File: config.mk
export PLATFORM = sky130hd
export DESIGN_NAME = muldiv_unit
export DESIGN_NICKNAME = d
export VERILOG_FILES = /design/src/rtl/muldiv_unit_pkg.sv /design/src/rtl/muldiv_unit_div_radix2.sv /design/src/rtl/muldiv_unit.sv
export SDC_FILE = /design/constraint.sdc
export NUM_CORES = 2
export LEC_CHECK = 0
export BUFFER_PORTS_ARGS = -buffer_cell sky130_fd_sc_hd__buf_2
export CORE_AREA = 2 2 419 297
export DETAILED_ROUTE_END_ITERATION = 8
export DIE_AREA = 0 0 421 299
export PLACE_DENSITY = 0.55
export REMOVE_ABC_BUFFERS = 1
export SETUP_SLACK_MARGIN = 0.02
export SLEW_MARGIN = 20
export SYNTH_ARGS = -nofsm -noshare
export SYNTH_HDL_FRONTEND = slang
export SYNTH_SLANG_ARGS = --single-unit
File: constraint.sdc
create_clock -name clk -period 11.11 [get_ports clk]
set_clock_uncertainty 0.1 [all_clocks]
set_input_delay 1.111 -clock clk [delete_from_list [all_inputs] [get_ports clk]]
set_output_delay 1.111 -clock clk [all_outputs]
set_load 0.01 [all_outputs]
File: src/rtl/muldiv_unit_pkg.sv
`default_nettype none
// ============================================================================
// Module  : muldiv_unit_pkg
// Brief   : Op codes and FSM states shared by the multiply/divide engine.
// Revision: 1.0
// ============================================================================
package muldiv_unit_pkg;

  localparam logic [1:0] c_op_mult  = 2'b00;
  localparam logic [1:0] c_op_multu = 2'b01;
  localparam logic [1:0] c_op_div   = 2'b10;
  localparam logic [1:0] c_op_divu  = 2'b11;

  typedef enum logic [2:0] {
    ST_IDLE = 3'd0,
    ST_MUL  = 3'd1,
    ST_DIV  = 3'd2,
    ST_FIX  = 3'd3,
    ST_DONE = 3'd4
  } state_t;

endpackage
`default_nettype wire

File: src/rtl/muldiv_unit_div_radix2.sv
`default_nettype none
// ============================================================================
// Module  : div_radix2
// Brief   : One restoring radix-2 divide step (shift, trial subtract, select).
// Revision: 1.0
// ============================================================================
module div_radix2 #(
  parameter int WIDTH = 32
) (
  input  logic [WIDTH-1:0] rem_in,
  input  logic [WIDTH-1:0] quo_in,
  input  logic [WIDTH-1:0] divisor,
  output logic [WIDTH-1:0] rem_out,
  output logic [WIDTH-1:0] quo_out
);

  logic [WIDTH:0] w_rem_sh;
  logic [WIDTH:0] w_diff;
  logic           w_ge;

  // quo_in doubles as the dividend shift register; its MSB feeds the remainder
  assign w_rem_sh = {rem_in, quo_in[WIDTH-1]};
  assign w_diff   = w_rem_sh - {1'b0, divisor};
  assign w_ge     = ~w_diff[WIDTH];
  assign rem_out  = w_ge ? w_diff[WIDTH-1:0] : w_rem_sh[WIDTH-1:0];
  assign quo_out  = {quo_in[WIDTH-2:0], w_ge};

endmodule
`default_nettype wire

File: src/rtl/muldiv_unit.sv
`default_nettype none
// ============================================================================
// Module  : muldiv_unit
// Brief   : Multi-cycle MULT/MULTU/DIV/DIVU engine with pipeline stall/done.
// Revision: 1.0
// ============================================================================
module muldiv_unit
  import muldiv_unit_pkg::*;
#(
  parameter int WIDTH   = 32,
  parameter int MUL_LAT = 3
) (
  input  logic             clk,
  input  logic             rst,
  input  logic             start,
  input  logic [1:0]       op,
  input  logic [WIDTH-1:0] src_a,
  input  logic [WIDTH-1:0] src_b,
  input  logic             flush,
  output logic             stall,
  output logic             done,
  output logic             busy,
  output logic [WIDTH-1:0] hi,
  output logic [WIDTH-1:0] lo
);

  localparam int CNT_W = $clog2((WIDTH > MUL_LAT) ? WIDTH : MUL_LAT);
  localparam logic [CNT_W-1:0] c_mul_last = CNT_W'(MUL_LAT - 2);
  localparam logic [CNT_W-1:0] c_div_last = CNT_W'(WIDTH - 1);

  state_t             r_state, w_next;
  logic [CNT_W-1:0]   r_cnt;
  logic [WIDTH-1:0]   r_a, r_b, r_quo, r_rem, r_div, r_hi, r_lo;
  logic               r_signed;
  logic               w_accept, w_op_div, w_op_signed;
  logic [WIDTH-1:0]   w_abs_a, w_abs_b, w_quo_step, w_rem_step, w_quo_fix, w_rem_fix;
  logic [2*WIDTH-1:0] w_a_ext, w_b_ext, w_prod;

  assign w_op_div    = (op == c_op_div) || (op == c_op_divu);
  assign w_op_signed = (op == c_op_mult) || (op == c_op_div);
  assign w_abs_a     = (w_op_signed && src_a[WIDTH-1]) ? -src_a : src_a;
  assign w_abs_b     = (w_op_signed && src_b[WIDTH-1]) ? -src_b : src_b;

  // Extending to the full product width makes a plain multiply exact mod 2^(2W)
  assign w_a_ext = {{WIDTH{r_signed & r_a[WIDTH-1]}}, r_a};
  assign w_b_ext = {{WIDTH{r_signed & r_b[WIDTH-1]}}, r_b};
  assign w_prod  = w_a_ext * w_b_ext;

  div_radix2 #(.WIDTH(WIDTH)) u_div_step (
    .rem_in  (r_rem),
    .quo_in  (r_quo),
    .divisor (r_div),
    .rem_out (w_rem_step),
    .quo_out (w_quo_step)
  );

  always_comb begin
    w_quo_fix = r_quo;
    w_rem_fix = r_rem;
    if (r_b == '0) begin
      w_rem_fix = r_a;
      w_quo_fix = '1;
    end else if (r_signed) begin
      if (r_a[WIDTH-1] ^ r_b[WIDTH-1]) w_quo_fix = -r_quo;
      if (r_a[WIDTH-1])                w_rem_fix = -r_rem;
    end
  end

  always_comb begin
    w_next   = r_state;
    w_accept = 1'b0;
    case (r_state)
      ST_IDLE: begin
        if (start && !flush) begin
          w_accept = 1'b1;
          w_next   = w_op_div ? ST_DIV : ST_MUL;
        end
      end
      ST_MUL:  if (r_cnt == c_mul_last) w_next = ST_DONE;
      ST_DIV:  if (r_cnt == c_div_last) w_next = ST_FIX;
      ST_FIX:  w_next = ST_DONE;
      ST_DONE: w_next = ST_IDLE;
      default: w_next = ST_IDLE;
    endcase
    if (flush) w_next = ST_IDLE;
    stall = rst & (w_accept | (r_state inside {ST_MUL, ST_DIV, ST_FIX}));
    done  = (r_state == ST_DONE) & ~flush;
    busy  = (r_state != ST_IDLE);
  end

  always_ff @(posedge clk or negedge rst) begin
    if (!rst) begin
      r_state  <= ST_IDLE;
      r_cnt    <= '0;
      r_a      <= '0;
      r_b      <= '0;
      r_quo    <= '0;
      r_rem    <= '0;
      r_div    <= '0;
      r_signed <= 1'b0;
      r_hi     <= '0;
      r_lo     <= '0;
    end else begin
      r_state <= w_next;
      case (r_state)
        ST_IDLE: begin
          if (w_accept) begin
            r_a      <= src_a;
            r_b      <= src_b;
            r_signed <= w_op_signed;
            r_cnt    <= '0;
            r_rem    <= '0;
            r_quo    <= w_abs_a;
            r_div    <= w_abs_b;
          end
        end
        ST_MUL: r_cnt <= r_cnt + 1'b1;
        ST_DIV: begin
          r_rem <= w_rem_step;
          r_quo <= w_quo_step;
          r_cnt <= r_cnt + 1'b1;
        end
        default: ;
      endcase
      // Results land only on DONE entry; a flush redirects w_next and blocks this
      if (w_next == ST_DONE)
        {r_hi, r_lo} <= (r_state == ST_FIX) ? {w_rem_fix, w_quo_fix} : w_prod;
    end
  end

  assign hi = r_hi;
  assign lo = r_lo;

endmodule
`default_nettype wire

---- After elaboration in Yosys (flattened, before gate mapping) ----
Cells that the tools add are included.
Widths: inputs -> output; s select.
word-level totals
  register bits after elaboration ......... 233
  input bits .............................. 70
  output and inout bits ................... 67
  logic and storage cells ................. 76
cells by class
  $add $sub $neg .......................... 6
  $mul .................................... 1
  equal/unequal tests ..................... 10
  mux-type cells .......................... 24
  bitwise operators ....................... 8
  reductions and logical operators ........ 17
operators by type and width
  kind                 number
  $mux 32              11
  $neg 32->32          4
  $pmux 32 s2          2
  $mul 33x33->64       1
  $mux 64              1
  $sub 33x32->33       1
  $logic_not 32->1     1
  $mux 3               4
  $pmux 3 s4           1
  $pmux 5 s2           1
  $eq 3x2->1 const B   2
  $eq 3x3->1 const B   2
  $reduce_and 2->1     3
  $reduce_bool 3->1    2
  $add 5x1->5 const B  1
  $eq 5x1->1 const B   1
  $eq 5x5->1 const B   1
  $mux 5               1
  $and 1x1->1          4
  $eq 2x2->1 const B   2
  $reduce_bool 2->1    2
  $eq 3x1->1 const B   1
  $logic_and 1x1->1    3
  $logic_not 3->1      1
  other kinds (10)     13

---- Depth between registers and ports, before layout ----
  word-level depth ........................ 7
  mapped depth ............................ 33

---- Hierarchy ----
Synthesis repeated with hierarchy kept, for this count alone.
second synthesis, totals
  cells, all modules ...................... 6,061
  area, all modules ....................... 52,947.0 um^2
by module, submodules not included
  module       instances  cells an instance  area an instance (um^2)
  muldiv_unit  1          5,721              50,400.8
  div_radix2   1          340                2,546.2

---- Worst setup path before layout ----
No wires, ideal clock.
  kind .................................... register -> register
  start ................................... register r_a[31]
  end ..................................... register r_hi[28] (netlist: hi[28])
  library setup time ...................... 0.065 ns
  arrival time ............................ 8.505 ns
  required time ........................... 10.945 ns
  slack ................................... 2.440 ns
  cell stages (with the launch flop) ...... 32
  clock period less this slack ............ 8.670 ns
  cell sequence ........................... dfrtp_1 clkbuf_1 and2_1 clkbuf_1 clkbuf_1 clkbuf_1 nand2_1 inv_1 fa_1 fa_1 fa_1 fa_1 inv_1 fa_1 inv_1 fa_1 inv_1 fa_1 fa_1 inv_1 ha_1 clkbuf_1 a21oi_1 nor2b_1 o21ai_0 nand2b_1 a22o_1 a311o_1 a21oi_1 a31oi_1 a2111oi_0 o22a_1
between the ends
  cells in the longest elaborated chain, start to end .. 4
ends and longest elaborated chain
  item                                                                    RTL line            source
  start, declared                                                         muldiv_unit.sv:33   logic [WIDTH-1:0] r_a, r_b, r_quo, r_rem, r_div, r_hi, r_lo;
  start signal, assigned                                                  muldiv_unit.sv:108  r_a <= src_a;
  parallel branches: the longest is 3 deep, another holds $mul 33x33->64  n/a
  $mux 64 (*)                                                             muldiv_unit.sv:127  {r_hi, r_lo} <= (r_state == ST_FIX) ? {w_rem_fix, w_quo_fix} : w_prod;
  end signal, assigned                                                    muldiv_unit.sv:127
  end, declared                                                           muldiv_unit.sv:33
Every way passes the cells marked *.
A chain may end at the register's enable or synchronous reset.

---- Final worst setup path ----
  start ................................... register r_a[21]
  end ..................................... register r_hi[31] (netlist: hi[31])
between the ends
  cells in the longest elaborated chain, start to end .. 2
ends and longest elaborated chain
  item            RTL line            source
  $mul 33x33->64  muldiv_unit.sv:47   assign w_prod = w_a_ext * w_b_ext;
  $mux 64         muldiv_unit.sv:127
Every way passes these cells.

==> flow_metrics.tcl <==
set metrics [dict create \
    antenna_found_initial 6 \
    ioPinCount 137 \
    worstPathArrival_ps 9980 \
    grt_pass1_vias 40700 \
    setup_viol 0 \
    cts_tree "yes" \
    drv_slew 0 \
    syn_inst 5927 \
    final_nets 7286 \
    post_cts_buffers 0 \
    drive_gt1_share_pct 5.92 \
    drt_iter0_markers 3569 \
    rsz0062_at_grt "false" \
    rrSetupSlack_ps 1580 \
    ys_seq_area_share_pct 11.2 \
    clock.fmax_mhz 105 \
    clockRootBuffer "clkbuf_16" \
    synthArstFlopShare_pct 100 \
    synth_top_flop_cell "dfrtp_1" \
    io_buffers 136 \
    hold_viol_final 0 \
    grt_pass1_wl_um 263000 \
    numCtsBuffers 30 \
    cts.clk_slew.worst_paths_ps 70 \
    hpwl_um 139000 \
    final_antenna_net_count 0 \
    crit_path_max_fanout 21 \
    overflow 0 \
    crit_type "reg -> reg" \
    drcViolationCount 0 \
    maxCapViolations 0 \
    clk-insertion-delay-late_ps 650 \
    wl_per_cell_um 22.8 \
    gp_congestion 0.919 \
    track_usage_pct 27.6 \
    cts_hold_buf 0 \
    vias_per_cell 5.33 \
    outcome "complete, no violations" \
    synth_edf_count 0 \
    slew_headroom_pct 18.4 \
    period_minus_slack_ps 9530 \
    syn_area_mm2 0.0520 \
    routed_wl_um 171000 \
    num_vias 40100 \
    rr_startpoint "r_a[21]$_DFFE_PN0P_" \
    htreeDepth 1 \
    die_h_um 299 \
    dieArea_mm2 0.126 \
    firstDrtPassIters 6 \
    setup_tns_ps 0 \
    syn_to_final_growth_pct 6.65 \
    ys_ff_latch 232 \
    critical_path_required_ps 11560 \
    synth_top_area_share_pct 43.3 \
    final_core_util_pct 45.4 \
    hold_class "in -> async" \
    yosysWarnings 0 \
    start_util_pct 42.6 \
    reg2reg_depth 27 \
    grt_max_degree 102 \
    endpoint_kind "register" \
    rows 108 \
    yosysUniqueCellTypes 76 \
    tightest_slew_ps 1220 \
    core_mm2 0.122 \
    cp-start-kind "register" \
    reg2reg_to "hi[31]$_DFFE_PN0N_" \
    yosys-top-cells-area "fa_1 43%, dfrtp_1 11%, inv_1 8.5%" \
    die_x_um 421 \
    cts_resized 0 \
    fillCellCount 12000 \
    clock-sinks 232 \
    synth_area_leader_cell "fa_1" \
    avgSynthCellArea_um2 8.78 \
    period_share_pct 85.7 \
    clock_path_buffers 3 \
]
[worst max-delay path by stage]
stage / from / cells past startpoint / to
floorplan: r_a[31]$_DFFE_PN0P_ / 27 / hi[30]$_DFFE_PN0N_
finish: r_a[21]$_DFFE_PN0P_ / 27 / hi[31]$_DFFE_PN0N_
global placement: r_a[21]$_DFFE_PN0P_ / 27 / hi[31]$_DFFE_PN0N_
global route: r_a[31]$_DFFE_PN0P_ / 27 / hi[31]$_DFFE_PN0N_
detailed placement: r_a[31]$_DFFE_PN0P_ / 27 / hi[31]$_DFFE_PN0N_
CTS: r_a[31]$_DFFE_PN0P_ / 27 / hi[31]$_DFFE_PN0N_
[critical path, cell delays in order (launching register included)]
cell       delay (ps)
dfrtp_1           980
buf_4             460
nand2_1           130
fa_1              520
fa_1              490
inv_1              50
fa_1              490
inv_1              60
fa_1              530
inv_1              60
fa_1              480
fa_1              520
fa_1              490
inv_1              50
fa_1              480
inv_1              40
ha_1              330
nand2_1           110
nor2_1             40
a221oi_1          820
nand3_1           320
o2111ai_1         430
a21oi_1           180
o2111ai_1         350
a21oi_1           140
o21ai_0           160
or3b_2            450
a31oi_1           170
[cells in the final DEF, fill, tap and decap left out, types with 6 or more instances in the layout]
cell type  count
buf_2        135
or3_1         15
nor2b_1       11
fa_1        1125
o22ai_1       28
xor2_1        77
o21a_1        14
bufinv_16      6
inv_1       1185
mux2i_1       27
xnor2_1      140
and2_1       353
o31ai_1       19
clkbuf_8       6
a211oi_1      38
o41ai_1        9
nor4_1        19
o211ai_1      11
o21bai_1      14
o21ai_1       24
or2_2         14
a21oi_1      169
dfrtp_1      228
nor3_1        39
nand3_1       60
a31oi_1       20
nand4_1       12
nand2b_1      17
o21ai_0      215
clkbuf_16     30
buf_4        112
and3_1        28
ha_1         252
a21o_1        45
nand2_1     1064
a22oi_1       32
nor2_1       159
[metal layers]
layer | wire length (um) | vias up | part of all wire (%) | GRT usage [%]
met3 | 17700 | 141 | 10 | 6.80
met1 | 79900 | 20700 | 47 | 43.0
met2 | 69600 | 1557 | 41 | 38.7
met4 | 3740 | 2 | 2.2 | 4.99
li1 | - | 17600 | - | -
met5 | 13 | - | 0.0076 | 0
[final cells by class]
type	instances	area (um2)	area share [%]
Antenna cell	2	5.00	0.00902
Clock buffer	41	852	1.54
Clock inverter	14	259	0.467
Inverter	1186	4450	8.02
Multi-Input combinational cell	4135	40400	72.8
Sequential cell	232	5810	10.5
Tap cell	1650	2060	3.72
Timing Repair Buffer	253	1630	2.94
[cells by family after synthesis]
family | after synthesis | synth area share (%)
DFF | 232 | 11.2
adders and majority gates | 1378 | 49.4
muxes | 30 | 0.584
and+or+nand+nor | 1823 | 15.9
buffers and inverters | 1560 | 11.3
AOI/OAI and AO/OA | 686 | 8.01
xor gates and xnor gates | 218 | 3.67
[through the flow]
| step | worst slack, ps | instances | area (um2) | hold slack, ps |
|---|---|---|---|---|
| after detailed placement | 1700 | 7455 | 54400 | 366 |
| after global routing | 1210 | 7511 | 55500 | 369 |
| after floorplan | 2230 | 5553 | 50600 | 350 |
| final | 1580 | 7513 | 55500 | 319 |
| after global placement | 1760 | 7455 | 54400 | 359 |
| after CTS | 1690 | 7510 | 55500 | 348 |
[sequential cells by signal, summed over array words and instances, names as in the netlist]
name,count
hi,32
lo,32
r_a,32
r_b,32
r_cnt,5
r_div,31
r_quo,32
r_rem,32
r_signed,1
r_state,3
[synthesized netlist by cell type (4+ instances only)]
cell,n
a21boi_0,4
o21bai_1,14
nor2b_1,12
nor4_1,19
ha_1,252
mux2i_1,27
o2111ai_1,5
a31oi_1,20
o211ai_1,11
dfrtp_1,232
nand3_1,62
xnor2_1,141
fa_1,1126
or4_1,5
nor3_1,40
and4_1,4
nand2_1,1064
nand2b_1,17
o21ai_0,215
nand4_1,12
o41ai_1,9
clkbuf_1,367
o21a_1,14
o22ai_1,28
or2_2,14
and2_1,353
nor2_1,161
o31ai_1,19
xor2_1,77
a21o_1,45
a211oi_1,38
a22oi_1,32
and3_1,29
o21ai_1,24
inv_1,1185
a21oi_1,169
or3_1,16
Power is left out: the tool's default activity adds up to more than one toggle a clock period on the data nets, which glitch-free logic cannot reach.
